**src/rtl/data_stream_arb_pkg.sv**
```systemverilog
// data_stream_arb_pkg: shared FSM state type and round-robin pick function for stream arbiters
package data_stream_arb_pkg;
  typedef enum logic {IDLE, LOCKED} arb_state_t;
  localparam int MAX_SRC = 32;
  localparam int SRC_W = $clog2(MAX_SRC);
  function automatic logic [MAX_SRC-1:0] rr_next(input logic [MAX_SRC-1:0] req, input int last, input int n);
    logic [MAX_SRC-1:0] pick;
    int idx;
    pick = '0;
    for (int k = MAX_SRC; k >= 1; k--) begin
      if (k <= n) begin
        idx = last + k;
        if (idx >= n) idx = idx - n;
        if (req[idx[SRC_W-1:0]]) begin
          pick = '0;
          pick[idx[SRC_W-1:0]] = 1'b1;
        end
      end
    end
    return pick;
  endfunction
endpackage

```
**src/rtl/rr_priority_picker.sv**
```systemverilog
// rr_priority_picker: picks the first requester cyclically after last_grant
module rr_priority_picker
  import data_stream_arb_pkg::*;
#(
  parameter int NUM_SOURCES = 4,
  localparam int IW = $clog2(NUM_SOURCES)
) (
  input  logic [NUM_SOURCES-1:0] req,
  input  logic [IW-1:0]          last_grant,
  output logic [NUM_SOURCES-1:0] pick_onehot,
  output logic [IW-1:0]          pick_idx,
  output logic                   any_req
);
  logic [MAX_SRC-1:0] pick_w;
  assign pick_w = rr_next(MAX_SRC'(req), int'(last_grant), NUM_SOURCES);
  assign pick_onehot = pick_w[NUM_SOURCES-1:0];
  assign any_req = |pick_w;
  always_comb begin
    pick_idx = '0;
    for (int i = 0; i < NUM_SOURCES; i++) pick_idx = pick_onehot[i] ? IW'(i) : pick_idx;
  end
endmodule

```
**src/rtl/data_stream_rr_arbiter.sv**
```systemverilog
// data_stream_rr_arbiter: burst-limited round-robin sharing of one registered ready/valid stream
module data_stream_rr_arbiter
  import data_stream_arb_pkg::*;
#(
  parameter int NUM_SOURCES = 4,
  parameter int DATA_WIDTH = 32,
  parameter int MAX_BURST = 8,
  localparam int STRB_WIDTH = DATA_WIDTH / 8,
  localparam int IW = $clog2(NUM_SOURCES),
  localparam int CW = $clog2(MAX_BURST + 1)
) (
  input  logic                              clk,
  input  logic                              rst,
  input  logic [NUM_SOURCES*DATA_WIDTH-1:0] s_data,
  input  logic [NUM_SOURCES*STRB_WIDTH-1:0] s_strb,
  input  logic [NUM_SOURCES-1:0]            s_valid,
  output logic [NUM_SOURCES-1:0]            s_ready,
  output logic [DATA_WIDTH-1:0]             m_data,
  output logic [STRB_WIDTH-1:0]             m_strb,
  output logic                              m_valid,
  input  logic                              m_ready,
  output logic [IW-1:0]                     m_src_id,
  output logic [NUM_SOURCES-1:0]            grant
);
  arb_state_t state, next_state;
  logic [IW-1:0] last_grant, pick_idx;
  logic [NUM_SOURCES-1:0] pick_onehot;
  logic any_req, out_free, g_valid, accept, rel;
  logic [CW-1:0] beat_cnt;
  rr_priority_picker #(.NUM_SOURCES(NUM_SOURCES)) u_picker (
    .req(s_valid),
    .last_grant(last_grant),
    .pick_onehot(pick_onehot),
    .pick_idx(pick_idx),
    .any_req(any_req)
  );
  always_comb begin
    out_free = !m_valid || m_ready;
    s_ready = (state == LOCKED && out_free) ? grant : '0;
    g_valid = |(s_valid & grant);
    accept = |(s_valid & s_ready);
    rel = state == LOCKED && (!g_valid || (accept && beat_cnt == CW'(MAX_BURST - 1)));
    next_state = state == IDLE ? (any_req ? LOCKED : IDLE) : (rel ? IDLE : LOCKED);
  end
  // last_grant doubles as the granted index while LOCKED
  always_ff @(posedge clk) begin
    if (rst) begin
      state <= IDLE;
      grant <= '0;
      last_grant <= IW'(NUM_SOURCES - 1);
      beat_cnt <= '0;
      m_valid <= 1'b0;
      m_data <= '0;
      m_strb <= '0;
      m_src_id <= '0;
    end else begin
      state <= next_state;
      if (state == IDLE) begin
        grant <= any_req ? pick_onehot : '0;
        if (any_req) last_grant <= pick_idx;
      end else if (rel) grant <= '0;
      beat_cnt <= (state == IDLE || rel) ? '0 : accept ? beat_cnt + 1'b1 : beat_cnt;
      if (accept) begin
        m_data <= s_data[last_grant*DATA_WIDTH +: DATA_WIDTH];
        m_strb <= s_strb[last_grant*STRB_WIDTH +: STRB_WIDTH];
        m_src_id <= last_grant;
        m_valid <= 1'b1;
      end else if (m_ready) m_valid <= 1'b0;
    end
  end
endmodule

```
**config.mk**
```make
export PLATFORM = sky130hd
export DESIGN_NAME = data_stream_rr_arbiter
export DESIGN_NICKNAME = d
export VERILOG_FILES = /design/src/rtl/data_stream_arb_pkg.sv /design/src/rtl/rr_priority_picker.sv /design/src/rtl/data_stream_rr_arbiter.sv
export SDC_FILE = /design/constraint.sdc
export NUM_CORES = 1
export LEC_CHECK = 0
export CORE_MARGIN = 4
export CORE_UTILIZATION = 30
export CTS_CLUSTER_SIZE = 10
export DETAILED_ROUTE_END_ITERATION = 6
export DONT_BUFFER_PORTS = 1
export PLACE_DENSITY = 0.45
export SLEW_MARGIN = 30
export SYNTH_ARGS = -nofsm -noshare
export SYNTH_HDL_FRONTEND = slang
export SYNTH_HIERARCHICAL = 1
export SYNTH_SLANG_ARGS = --single-unit
```
**constraint.sdc**
```tcl
create_clock -name clk -period 8.15 [get_ports clk]
set_input_delay 0.815 -clock clk [delete_from_list [all_inputs] [get_ports clk]]
set_output_delay 0.815 -clock clk [all_outputs]
set_load 0.03 [all_outputs]
```
# Yosys cells after proc, flatten, opt, wreduce, memory -nomap -nowiden
# Index checks and enable logic that the tools add are counted.
[word_totals]
register_bits = 50
latch_bits = 0
mem_bits_rw = 0
mem_bits_ro = 0
in_bits = 151
output_inout_bits = 47
n_memories = 0
[op_classes]
n_addsub = 9
multipliers = 0
div = 0
order_cmp = 12
eq_ne = 2
n_shift = 2
muxes = 36
bitwise_logic = 3
n_reduce_logical = 18
[ops]
columns = ["op", "count"]
rows = [
  ["32-bit by 4-bit greater-or-equal comparator with 1-bit output, second input constant", 4],
  ["32-bit 2-to-1 mux", 4],
  ["128-bit by 8-bit variable part select with 32-bit output", 1],
  ["32-bit OR reduction", 1],
  ["5-bit by 6-bit < comparator with 1-bit output, second input constant", 4],
  ["1-bit binary-select mux with 5-bit select", 4],
  ["1-bit demux with 5-bit select", 4],
  ["5-bit by 1-bit greater-or-equal comparator with 1-bit output, second input constant", 4],
  ["5-bit 2-to-1 mux", 4],
  ["4-bit 2-to-1 mux", 4],
  ["16-bit by 5-bit variable part select with 4-bit output", 1],
  ["5-bit by 4-bit subtractor with 5-bit output, second input constant", 3],
  ["1-bit 2-to-1 mux", 14],
  ["4-bit bitwise AND", 2],
  ["4-bit OR reduction", 2],
  ["1-bit logical AND", 7],
  ["2-bit by 2-bit adder with 3-bit output, second input constant", 2],
  ["2-bit by 3-bit adder with 4-bit output, second input constant", 1],
  ["4-bit by 1-bit adder with 4-bit output, second input constant", 1],
  ["4-bit by 3-bit equality test with 1-bit output, second input constant", 1],
  ["2-bit 2-to-1 mux", 2],
  ["3-bit by 3-bit subtractor with 4-bit output, second input constant", 1],
  ["2-bit by 1-bit adder with 3-bit output, second input constant", 1],
  ["1-bit logical OR", 3],
  ["6 further kinds", 7],
]

# Longest topological paths before layout
# Gate-level depths: netlist (run 1).
[depth]
word_depth = 14
mapped_depth = 13

# Cells and area by module
# The synthesis (run 1) kept the hierarchy.
[by_module_without_submodules]
columns = ["mod", "instances", "cells_each", "area_per_inst_um2", "seq_area_each_um2"]
rows = [
  ["data_stream_rr_arbiter", 1, 262, 2672.6, 1001.0],
  ["rr_priority_picker", 1, 53, 459.2, 0.0],
]

# Worst setup path before layout (run 1)
# OpenSTA, ideal clock, no wires.
[synth_path]
kind = "register to register"
from = "register last_grant[0]"
to = "register grant[0]"
setup_ns = 0.060
t_arrival_ns = 2.988
setup_slack_ns = 5.103
stages_incl_launch_ff = 14
path_cell_list = "dfxtp_1 -> buf_6 -> inv_1 -> ha_1 -> mux2_1 -> and3_1 -> buf_2 -> or2_4 -> a221oi_2 -> nor2_2 -> o211ai_2 -> nor2b_1 -> nor2b_1 -> a22o_1"
[synth_between]
elab_chain_len = 14
elab_cells_between_ends = 51
cone_classes = "8 x add/sub; 12 x order compare; 26 x mux; 5 x reduce/logical"
[synth_lines]
columns = ["item", "line", "source"]
rows = [
  ["start: declaration", "data_stream_rr_arbiter.sv:26", "logic [IW-1:0] last_grant, pick_idx;"],
  ["start signal: assignment", "data_stream_rr_arbiter.sv:50", "last_grant <= IW'(NUM_SOURCES - 1);"],
  ["start signal: assignment", "data_stream_rr_arbiter.sv:60", "if (any_req) last_grant <= pick_idx;"],
  ["2-bit by 3-bit adder with 4-bit output", "data_stream_arb_pkg.sv:12", "idx = last + k;"],
  ["32-bit by 4-bit greater-or-equal comparator with 1-bit output or 5-bit by 4-bit subtractor with 5-bit output (tied branches)", "data_stream_arb_pkg.sv:13", "if (idx >= n) idx = idx - n;"],
  ["5-bit 2-to-1 mux", "data_stream_arb_pkg.sv:13", ""],
  ["5-bit by 6-bit < comparator with 1-bit output (not written as such) or 5-bit by 1-bit greater-or-equal comparator with 1-bit output (tied branches)", "data_stream_arb_pkg.sv:16", "pick[idx[SRC_W-1:0]] = 1'b1;"],
  ["1-bit logical AND (not written as such)", "data_stream_arb_pkg.sv:16", ""],
  ["1-bit 2-to-1 mux (not written as such)", "data_stream_arb_pkg.sv:16", ""],
  ["1-bit demux with 5-bit select", "-", ""],
  ["32-bit 2-to-1 mux (3 in series)", "data_stream_arb_pkg.sv:14", "if (req[idx[SRC_W-1:0]]) begin"],
  ["32-bit 2-to-1 mux *", "data_stream_arb_pkg.sv:14", ""],
  ["via pick_onehot[3]", "data_stream_rr_arbiter.sv:27", "logic [NUM_SOURCES-1:0] pick_onehot;"],
  ["32-bit OR reduction *", "rr_priority_picker.sv:17", "assign any_req = |pick_w;"],
  ["via any_req", "data_stream_rr_arbiter.sv:28", "logic any_req, out_free, g_valid, accept, rel;"],
  ["4-bit 2-to-1 mux *", "data_stream_rr_arbiter.sv:59", "grant <= any_req ? pick_onehot : '0;"],
  ["4-bit 2-to-1 mux *", "data_stream_rr_arbiter.sv:58", "if (state == IDLE) begin"],
  ["end signal: assignment", "data_stream_rr_arbiter.sv:59", ""],
  ["end: declaration", "data_stream_rr_arbiter.sv:23", "output logic [NUM_SOURCES-1:0] grant"],
]
# The timed path passes the listed nets; every way through them passes the cells marked *. The select of a mux whose other input is x is not followed.
# A chain may end at the register's enable or synchronous reset.

# Final worst setup path (run 1)
[layout_path]
from = "register last_grant[0]"
to = "register grant[2]"
# Same word-level chain as after synthesis.

==> key figures, run 1 <==
Critical path
  – Crit path cell chain: inv_1 > ha_1 > mux2_1 > and3_1 > or2_4 > a221oi_2 > nor2_2 > o211ai_2 > nor2b_1 > nor2b_1 > a22o_1
  – Kind of critical path: register to register
  – Startpoint Class: register
  – Most used cell, CP: nor2b_1
  – Worst Path Required: between 8 and 9 ns
  – Arr. time, crit path: 4.13 ns
  – Crit end category: register
  – Slowest cell on the critical path: dfxtp_4
  – Peak per-stage delay on the critical path: about 0.93 ns
  – Crit path max fanout: 48

Clock tree
  – # clock sinks: 50
  – Clock Path Buffers: 2
  – Clock transition at path regs: around 0.09 ns
  – Setup bufs post-CTS: 0
  – Root Buffer: clkbuf_8
  – Num CTS Buffers: 5
  – Cts repair resizes: 0
  – Hold_buf cts: 0
  – Worst skew pair latency: approximately 0.30 ns
  – TritonCTS clock tree: done
  – H-tree depth: 2

Detailed routing
  – Routed via count: ~2400
  – Antenna-violating nets left: 0
  – Initial drt markers: 97
  – Routed wl met2: 4324 um
  – Routed wire length on met3: 961 um
  – First drt pass iteration count: 4
  – Vias per std cell: ~5.5
  – Total Wirelength: around 9000 um
  – Drt wl/cell: between 20 and 25 um
  – DR DRC count: 0
  – Metal-1 WL: around 3400 um
  – Top sig layer: met4

Die
  – Initial Utilization: a little under a third
  – Die Wd: 110.2 um
  – FP Rows: 37
  – Die area: roughly 12000 um2
  – Core Region: just over 10000 um2
  – I/O pins: 198
  – Die Ht: about 110 um

Global routing
  – First-pass GRT wire length: around 12000 um
  – Largest net degree at the start of global routing: 49
  – Vias in the first global route: roughly 2400
  – Total track usage: between 10% and 20%
  – Overflow after GRT: 0
  – Initial antenna violation count: 1

STA
  – Final min period: between 3 and 4 ns
  – Final setup viols: 0
  – Period utilization: about 48%
  – Final slew viol count: 0
  – Slew headroom: 43.28%
  – Worst Tran Pin Value: 0.8508 ns
  – Unrepaired setup endpoints after global routing: no
  – Setup TNS: 0 ns
  – Post-Route Skew: 0.007832 ns
  – F_max: 0.2576 GHz
  – Final Hold Vio Count: 0

Placed design
  – DP Area: 3216 um2
  – Post-DP HPWL: between 6000 and 7000 um
  – IO Port Bufs: 0
  – Routability Congestion: 0.7757

Power and ir drop
  – Maximum vdd drop: roughly 0.16 mV
  – LEAKAGE: around 1.1 nW
  – Pwr Total: around 0.0010 W
  – PwrDens: roughly 320 nW/um2

Final layout
  – Area Growth Syn to Fin: 5.274%
  – Fraction of final layout cells sized beyond drive strength 1: 20.27%
  – Net count reported at finish: roughly 460
  – Design area: ~3300 um2

Yosys
  – Post-synth top area cell: dfxtp_1
  – Syn nets: about 480
  – Synth top cells by count: nand2_1 (84), dfxtp_1 (50), a21oi_1 (41)
  – Register area share after synthesis: approximately a third
  – Post-Synthesis Cells: ~320
  – Count leader, synth: nand2_1
  – Asr flop ratio synth: 0%
  – Number of synthesized flops with an enable pin: 0
  – Netlist cell types: 44
  – Avg Inst Size Synth: between 9 and 10 um2
  – Post-synth top area share: a little under a third
  – Post-Synthesis Cell Area: ~3100 um2
  – Yosys reg bits: 50
  – Ys flop type: dfxtp_1
  – YS warnings: 6
  – Top cells by area, synth: dfxtp_1 (32%), mux4_2 (27%), nand2_1 (10%), a21oi_1 (6.6%), ha_1 (3.6%)

Min path
  – HP Class: register to register

Run
  – Max-cap violations: 0

Outcome
  – Status: completed
## routing by layer
layer / up-vias / global-route usage, %
met5: - / 0
met2: 123 / 23.96
li1: 1130 / -
met1: 1125 / 15.16
met4: 0 / 3.694
met3: 10 / 4.135
## cells in the final DEF, fill, tap and decap left out, types with 5 or more instances in the layout
cell type,count
a21oi_1,41
and3_1,6
inv_1,8
clkbuf_8,5
ha_1,9
nand2_1,84
dfxtp_1,48
mux4_2,37
## where the power goes
part / switching, W / internal, W / leakage, nW
logic: 0.000229 / 0.000256 / 0.666
registers: 0.000140 / 0.000286 / 0.406
clock network: 0.0000802 / 0.0000579 / 0.0438
## kinds of logic (layout without fill, tap and decap cells)
family	count (synthesis)	after routing	share of synthesized area (%)
simple gates	114	114	16.06
flops	50	50	31.96
xor+xnor	1	1	0.2797
mux	42	42	28.89
other cells	0	1	0
compound gates	68	68	14.46
fa+ha+maj	9	9	3.596
buf+inv	31	17	4.755
## cell type report
cell class              count  area, um2
fillers                  1096       6934
multi-input cells         234       1994
flip-flops and latches     50       1006
well taps                 136      170.2
clock buffers               5      68.82
inverters                   8      30.03
repair buffers              2      15.01
clock inverters             2      10.01
diodes                      1      2.502
## worst max-delay path: cells and delay by family (launching register included)
family / cells / cell delay, ns
simple gates: 5 / 1.27
fa+ha+maj: 1 / 0.41
compound gates: 3 / 0.62
buf+inv: 1 / 0.25
mux: 1 / 0.33
flops: 1 / 0.93
## state kept, by name, summed over array words and instances (netlist names)
name        flops
m_src_id        2
m_strb          4
grant           4
m_valid         1
last_grant      2
state           1
m_data         32
beat_cnt        4
## metrics by stage
step                      setup slack (ns)  std cells  utilization (%)  hold WS [ns]
final                                4.268        438            32.22        0.5023
after CTS                            4.213        437            32.20        0.5063
after global placement               4.375        430            31.43        0.4621
after detailed placement             4.242        430            31.43        0.4927
after global routing                 3.858        438            32.22        0.5386
after floorplan                      5.103        315                -        0.4536
## final timing paths
check                startpoint          end  slack, ns  depth (start not counted)
setup / recovery  last_grant[0]     grant[2]       4.27                         11
hold / removal      beat_cnt[1]  beat_cnt[1]       0.50                          2
setup reg to reg  last_grant[0]     grant[2]       4.27                         11
hold reg to reg     beat_cnt[1]  beat_cnt[1]       0.50                          2
Note: power is estimated with default switching activity, not from simulation.
==> run 2, diff against run 1 <==
==> constraint.sdc (replaced) <==
create_clock -name clk -period 3.7 [get_ports clk]
set_input_delay 0.37 -clock clk [delete_from_list [all_inputs] [get_ports clk]]
set_output_delay 0.37 -clock clk [all_outputs]
set_load 0.03 [all_outputs]
==> key figures, run 2 (synthesized netlist as in run 1, its figures left out) <==
Outcome
  – Status: completed

STA
  – Unrepaired setup endpoints after global routing: no
  – Final slew viol count: 0
  – Final setup viols: 0
  – Worst Tran Pin Value: around 0.9 ns
  – Final min period: between 3 and 4 ns
  – F_max: approximately 0.31 GHz
  – Post-Route Skew: roughly 0.0067 ns
  – Slew headroom: approximately 40%
  – Final worst setup slack: between 0.4 and 0.5 ns
  – Period utilization: 88.49%
  – Setup TNS: 0 ns
  – Final Hold Vio Count: 0

Detailed routing
  – Total Wirelength: about 9000 um
  – First drt pass iteration count: 4
  – Routed via count: 2427
  – Initial drt markers: 141
  – Vias per std cell: 5.503
  – DR DRC count: 0
  – Antenna-violating nets left: 0
  – Drt wl/cell: between 20 and 25 um

Clock tree
  – # clock sinks: 50
  – TritonCTS clock tree: done
  – Setup bufs post-CTS: 0
  – Hold_buf cts: 0
  – Num CTS Buffers: 5
  – Worst skew pair latency: 0.30 ns
  – Clock Path Buffers: 2
  – Root Buffer: clkbuf_8
  – Cts repair resizes: 0
  – Clock transition at path regs: approximately 0.09 ns
  – H-tree depth: 2

Global routing
  – First-pass GRT wire length: 12500 um
  – Largest net degree at the start of global routing: between 40 and 50
  – Overflow after GRT: 0
  – Total track usage: around 13%
  – Vias in the first global route: around 2400
  – Initial antenna violation count: 2

Die
  – Core Region: 10230 um2
  – I/O pins: approximately 200
  – Die area: around 12000 um2
  – FP Rows: 37
  – Initial Utilization: between 30% and 40%
  – Die Ht: roughly 110 um
  – Die Wd: about 110 um

Power and ir drop
  – Clk pwr share: between 10% and 20%
  – PwrDens: a little over 700 nW/um2
  – Reg power frac: between 30% and 40%
  – Internal power: between 0.001 and 0.0015 W
  – LEAKAGE: around 1.1 nW
  – Pwr Total: about 0.0023 W
  – Sw frac: between 40% and 50%
  – Combinational Power Share: between 40 and 50%
  – Maximum vdd drop: roughly 0.23 mV
  – P_sw: ~0.001 W

Placed design
  – IO Port Bufs: 0
  – Post-DP HPWL: 6653 um
  – DP Worst Slack: 0.4027 ns
  – Routability Congestion: 0.7984

Critical path
  – Crit path max fanout: 16
  – Crit end category: register
  – Worst Path Required: about 4 ns
  – Startpoint Class: register
  – Arr. time, crit path: around 3.5 ns
  – Kind of critical path: register to register

Final layout
  – Area Growth Syn to Fin: 5.873%
  – FF/Latch Area: 1006 um2
  – Commonest non-fill, non-tap cell in the layout: nand2_1
  – Multi-input logic area: approximately 2000 um2
  – Fraction of final layout cells sized beyond drive strength 1: about a fifth
  – Fill count: 1078
  – Net count reported at finish: between 400 and 500
  – Most frequent cells in the layout: nand2_1 (84), dfxtp_1 (48), a21oi_1 (41)
  – Biggest register: m_data
  – Max FFs per register: 32

Run
  – Max-cap violations: 0

Min path
  – HP Class: input port to register
-- run 2: changes by cell type in the layout (fill, tap and decap cells not counted), sizes merged --
cell / delta
clkinvlp: +1
clkinv: -2
buf: +2
diode: +1
clkbuf: +1
-- run 2: path summary, 6_finish.rpt --
| kind | startpoint | endpoint | slack (ns) | depth (start not counted) |
|---|---|---|---|---|
| setup / recovery | last_grant[1] | grant[2] | 0.43 | 11 |
| setup reg to reg | last_grant[1] | grant[2] | 0.43 | 11 |
| hold / removal | rst | m_data[1] | 0.13 | 1 |
| hold reg to reg | beat_cnt[1] | beat_cnt[1] | 0.49 | 2 |
-- run 2: power by group through the flow --
stage	logic [W]	clock network (W)	registers, W
global placement	0.00114	0	0.000902
floorplan	0.00103	0	0.000837
CTS	0.00115	0.000331	0.000890
finish	0.00114	0.000309	0.000884
detailed placement	0.00115	0	0.000903
global route	0.00126	0.000350	0.000905
-- run 2: final cells by class --
type / count / share of cell area [%]
clock inverter: 1 / 0.2264
clock buffer: 6 / 2.189
timing repair buffer: 4 / 0.9057
multi-input combinational: 234 / 60.15
inverter: 8 / 0.9057
antenna: 2 / 0.1509
sequential: 50 / 30.34
tap: 136 / 5.132
-- run 2: routing by layer --
| metal | global-route usage [%] | up-vias | share of wire (%) |
|---|---|---|---|
| li1 | - | 1135 | - |
| met2 | 23.83 | 123 | 50 |
| met1 | 15.61 | 1159 | 38 |
| met3 | 3.960 | 10 | 10 |
| met5 | 0 | - | 0 |
| met4 | 3.870 | 0 | 1.4 |
-- run 2: critical path, stage by stage (launching register included) --
cell and delay, ns:
dfxtp_2 0.54, inv_1 0.15, ha_1 0.36, mux2_1 0.32, and3_1 0.23, or2_4 0.28
a221oi_2 0.38, nor2_2 0.08, o211ai_2 0.07, nor2b_1 0.29, nor2b_1 0.32, a22o_1 0.19
-- run 2: through the flow --
| stage | cells | cell area (um2) | util (%) | hold WS [ns] |
|---|---|---|---|---|
| floorplan | 315 | 3132 | - | 0.4536 |
| global placement | 432 | 3231 | 31.58 | 0.4446 |
| detailed placement | 432 | 3231 | 31.58 | 0.4466 |
| CTS | 439 | 3311 | 32.36 | 0.1163 |
| global route | 441 | 3316 | 32.41 | 0.09376 |
| finish | 441 | 3316 | 32.41 | 0.1295 |
==> run 3, diff against run 2 <==
--- a/config.mk
+++ b/config.mk
@@ -10,6 +10,7 @@
 export CTS_CLUSTER_SIZE = 10
 export DETAILED_ROUTE_END_ITERATION = 6
 export DONT_BUFFER_PORTS = 1
+export HOLD_SLACK_MARGIN = 0.12
 export PLACE_DENSITY = 0.45
 export SLEW_MARGIN = 30
 export SYNTH_ARGS = -nofsm -noshare
==> key figures, run 3 (synthesized netlist as in run 1, its figures left out) <==
Outcome
  – Status: completed

Clock tree
  – Hold_buf cts: 1
  – Worst skew pair latency: ~0.30 ns
  – Cts repair resizes: 0
  – Root Buffer: clkbuf_8
  – Num CTS Buffers: 5
  – Clock transition at path regs: 0.09 ns
  – Setup bufs post-CTS: 0
  – H-tree depth: 2
  – Clock Path Buffers: 2
  – TritonCTS clock tree: done
  – # clock sinks: 50

Critical path
  – Worst r2r path cells: 11
  – Worst Setup SP: last_grant[1]
  – Worst R2R Start: last_grant[1]
  – Reg2reg end: grant[0]
  – Kind of critical path: register to register
  – Crit path cell chain: inv_1 > ha_1 > mux2_1 > and3_1 > or2_4 > a221oi_2 > nor2_2 > o211ai_2 > nor2b_1 > nor2b_1 > a22o_1
  – Peak per-stage delay on the critical path: roughly 0.54 ns
  – Startpoint Class: register
  – Crit end category: register
  – Arr. time, crit path: about 3.5 ns
  – Slowest cell on the critical path: dfxtp_2
  – Worst Path Required: between 3 and 4 ns
  – CP endpoint: grant[0]
  – Crit path max fanout: 16
  – Reg2reg setup slack: ~0.42 ns
  – Most used cell, CP: nor2b_1

STA
  – Final slew viol count: 0
  – Slew headroom: 40.65%
  – Setup TNS: 0 ns
  – Worst Tran Pin Value: between 0.8 and 0.9 ns
  – Period utilization: about nine tenths
  – F_max: just over 0.3 GHz
  – Final Hold Vio Count: 0
  – Post-Route Skew: ~0.007 ns
  – Unrepaired setup endpoints after global routing: no
  – Final min period: around 3.3 ns
  – Final setup viols: 0

Global routing
  – Overflow after GRT: 0
  – First-pass GRT wire length: between 10000 and 15000 um
  – Initial antenna violation count: 2
  – Vias in the first global route: 2371
  – Largest net degree at the start of global routing: 43
  – Total track usage: between 10 and 15%

Power and ir drop
  – PwrDens: about 700 nW/um2
  – Combinational Power Share: about 49%
  – Reg power frac: 37.8%
  – Internal power: 0.001331 W
  – Maximum vdd drop: between 0.2 and 0.25 mV
  – Sw frac: a little over two fifths
  – Pwr Total: between 0.002 and 0.0025 W
  – LEAKAGE: ~1.1 nW
  – P_sw: about 0.001 W
  – Clk pwr share: a little over an eighth

Detailed routing
  – Initial drt markers: around 130
  – Total Wirelength: 9116 um
  – DR DRC count: 0
  – Vias per std cell: 5.517
  – First drt pass iteration count: 4
  – Antenna-violating nets left: 0
  – Routed via count: about 2400
  – Drt wl/cell: a little over 20 um

Final layout
  – Most frequent cells in the layout: nand2_1 (84), dfxtp_1 (48), a21oi_1 (41)
  – Net count reported at finish: ~470
  – Post-layout util: between 30% and 40%
  – Biggest register: m_data
  – Area Growth Syn to Fin: 6.512%
  – Max FFs per register: 32
  – Fraction of final layout cells sized beyond drive strength 1: 20.33%
  – Fill count: roughly 1100
  – Commonest non-fill, non-tap cell in the layout: nand2_1

Die
  – Die Ht: 110.2 um
  – Initial Utilization: a little under a third
  – Die area: approximately 12000 um2
  – FP Rows: 37
  – Core Region: 10230 um2
  – Die Wd: between 100 and 150 um
  – I/O pins: around 200

Run
  – Max-cap violations: 0

Placed design
  – Routability Congestion: between 0.7 and 0.8
  – IO Port Bufs: 0
  – Post-DP HPWL: ~6700 um

Min path
  – HP Class: input port to register
run 3: per-stage QoR:
step	setup slack (ns)	cell area (um2)	hold slack [ns]	std cells
detailed placement	0.4027	3231	0.4466	432
floorplan	0.6526	3132	0.4536	315
global placement	0.4771	3231	0.4446	432
global route	0.07875	3336	0.1221	443
finish	0.4240	3336	0.1395	443
CTS	0.3976	3321	0.1201	440
run 3: worst min-delay path by stage:
stage | cells after the start | to | slack [ns] | startpoint
after floorplan | 2 | beat_cnt[1] | 0.45 | beat_cnt[1]
after global placement | 1 | m_data[23] | 0.44 | rst
after detailed placement | 1 | m_data[23] | 0.45 | rst
after CTS | 1 | m_data[23] | 0.12 | rst
after global routing | 1 | m_data[8] | 0.12 | rst
final | 1 | m_data[29] | 0.14 | rst
run 3: area by class of cell:
type	count	area (um2)	share of cell area, %
inverters	8	30.03	0.9002
flip-flops and latches	50	1006	30.16
diodes	2	5.005	0.1500
multi-input cells	234	1994	59.79
repair buffers	6	50.05	1.500
clock inverters	1	7.507	0.2251
clock buffers	6	72.57	2.176
well taps	136	170.2	5.101
run 3: per-layer routing:
| metal | up-vias | part of all wire (%) | global-route usage (%) |
|---|---|---|---|
| met5 | - | 0 | 0 |
| met1 | 1169 | 38 | 16.11 |
| met4 | 0 | 1.4 | 3.870 |
| met2 | 128 | 50 | 23.96 |
| met3 | 10 | 10 | 3.960 |
| li1 | 1137 | - | - |
run 3: critical path: cells and delay by family (launching register included):
kind            cells  cell delay, ns
buf+inv             1            0.15
mux                 1            0.32
compound gates      3            0.64
simple gates        5            1.20
fa+ha+maj           1            0.36
flops               1            0.54
run 3: power by group through the flow:
stage                     clock (W)  combinational, W  sequential (W)
after global routing       0.000350           0.00126        0.000905
final                      0.000309           0.00114        0.000884
after floorplan                   0           0.00103        0.000837
after detailed placement          0           0.00115        0.000903
after CTS                  0.000331           0.00116        0.000890
after global placement            0           0.00114        0.000902
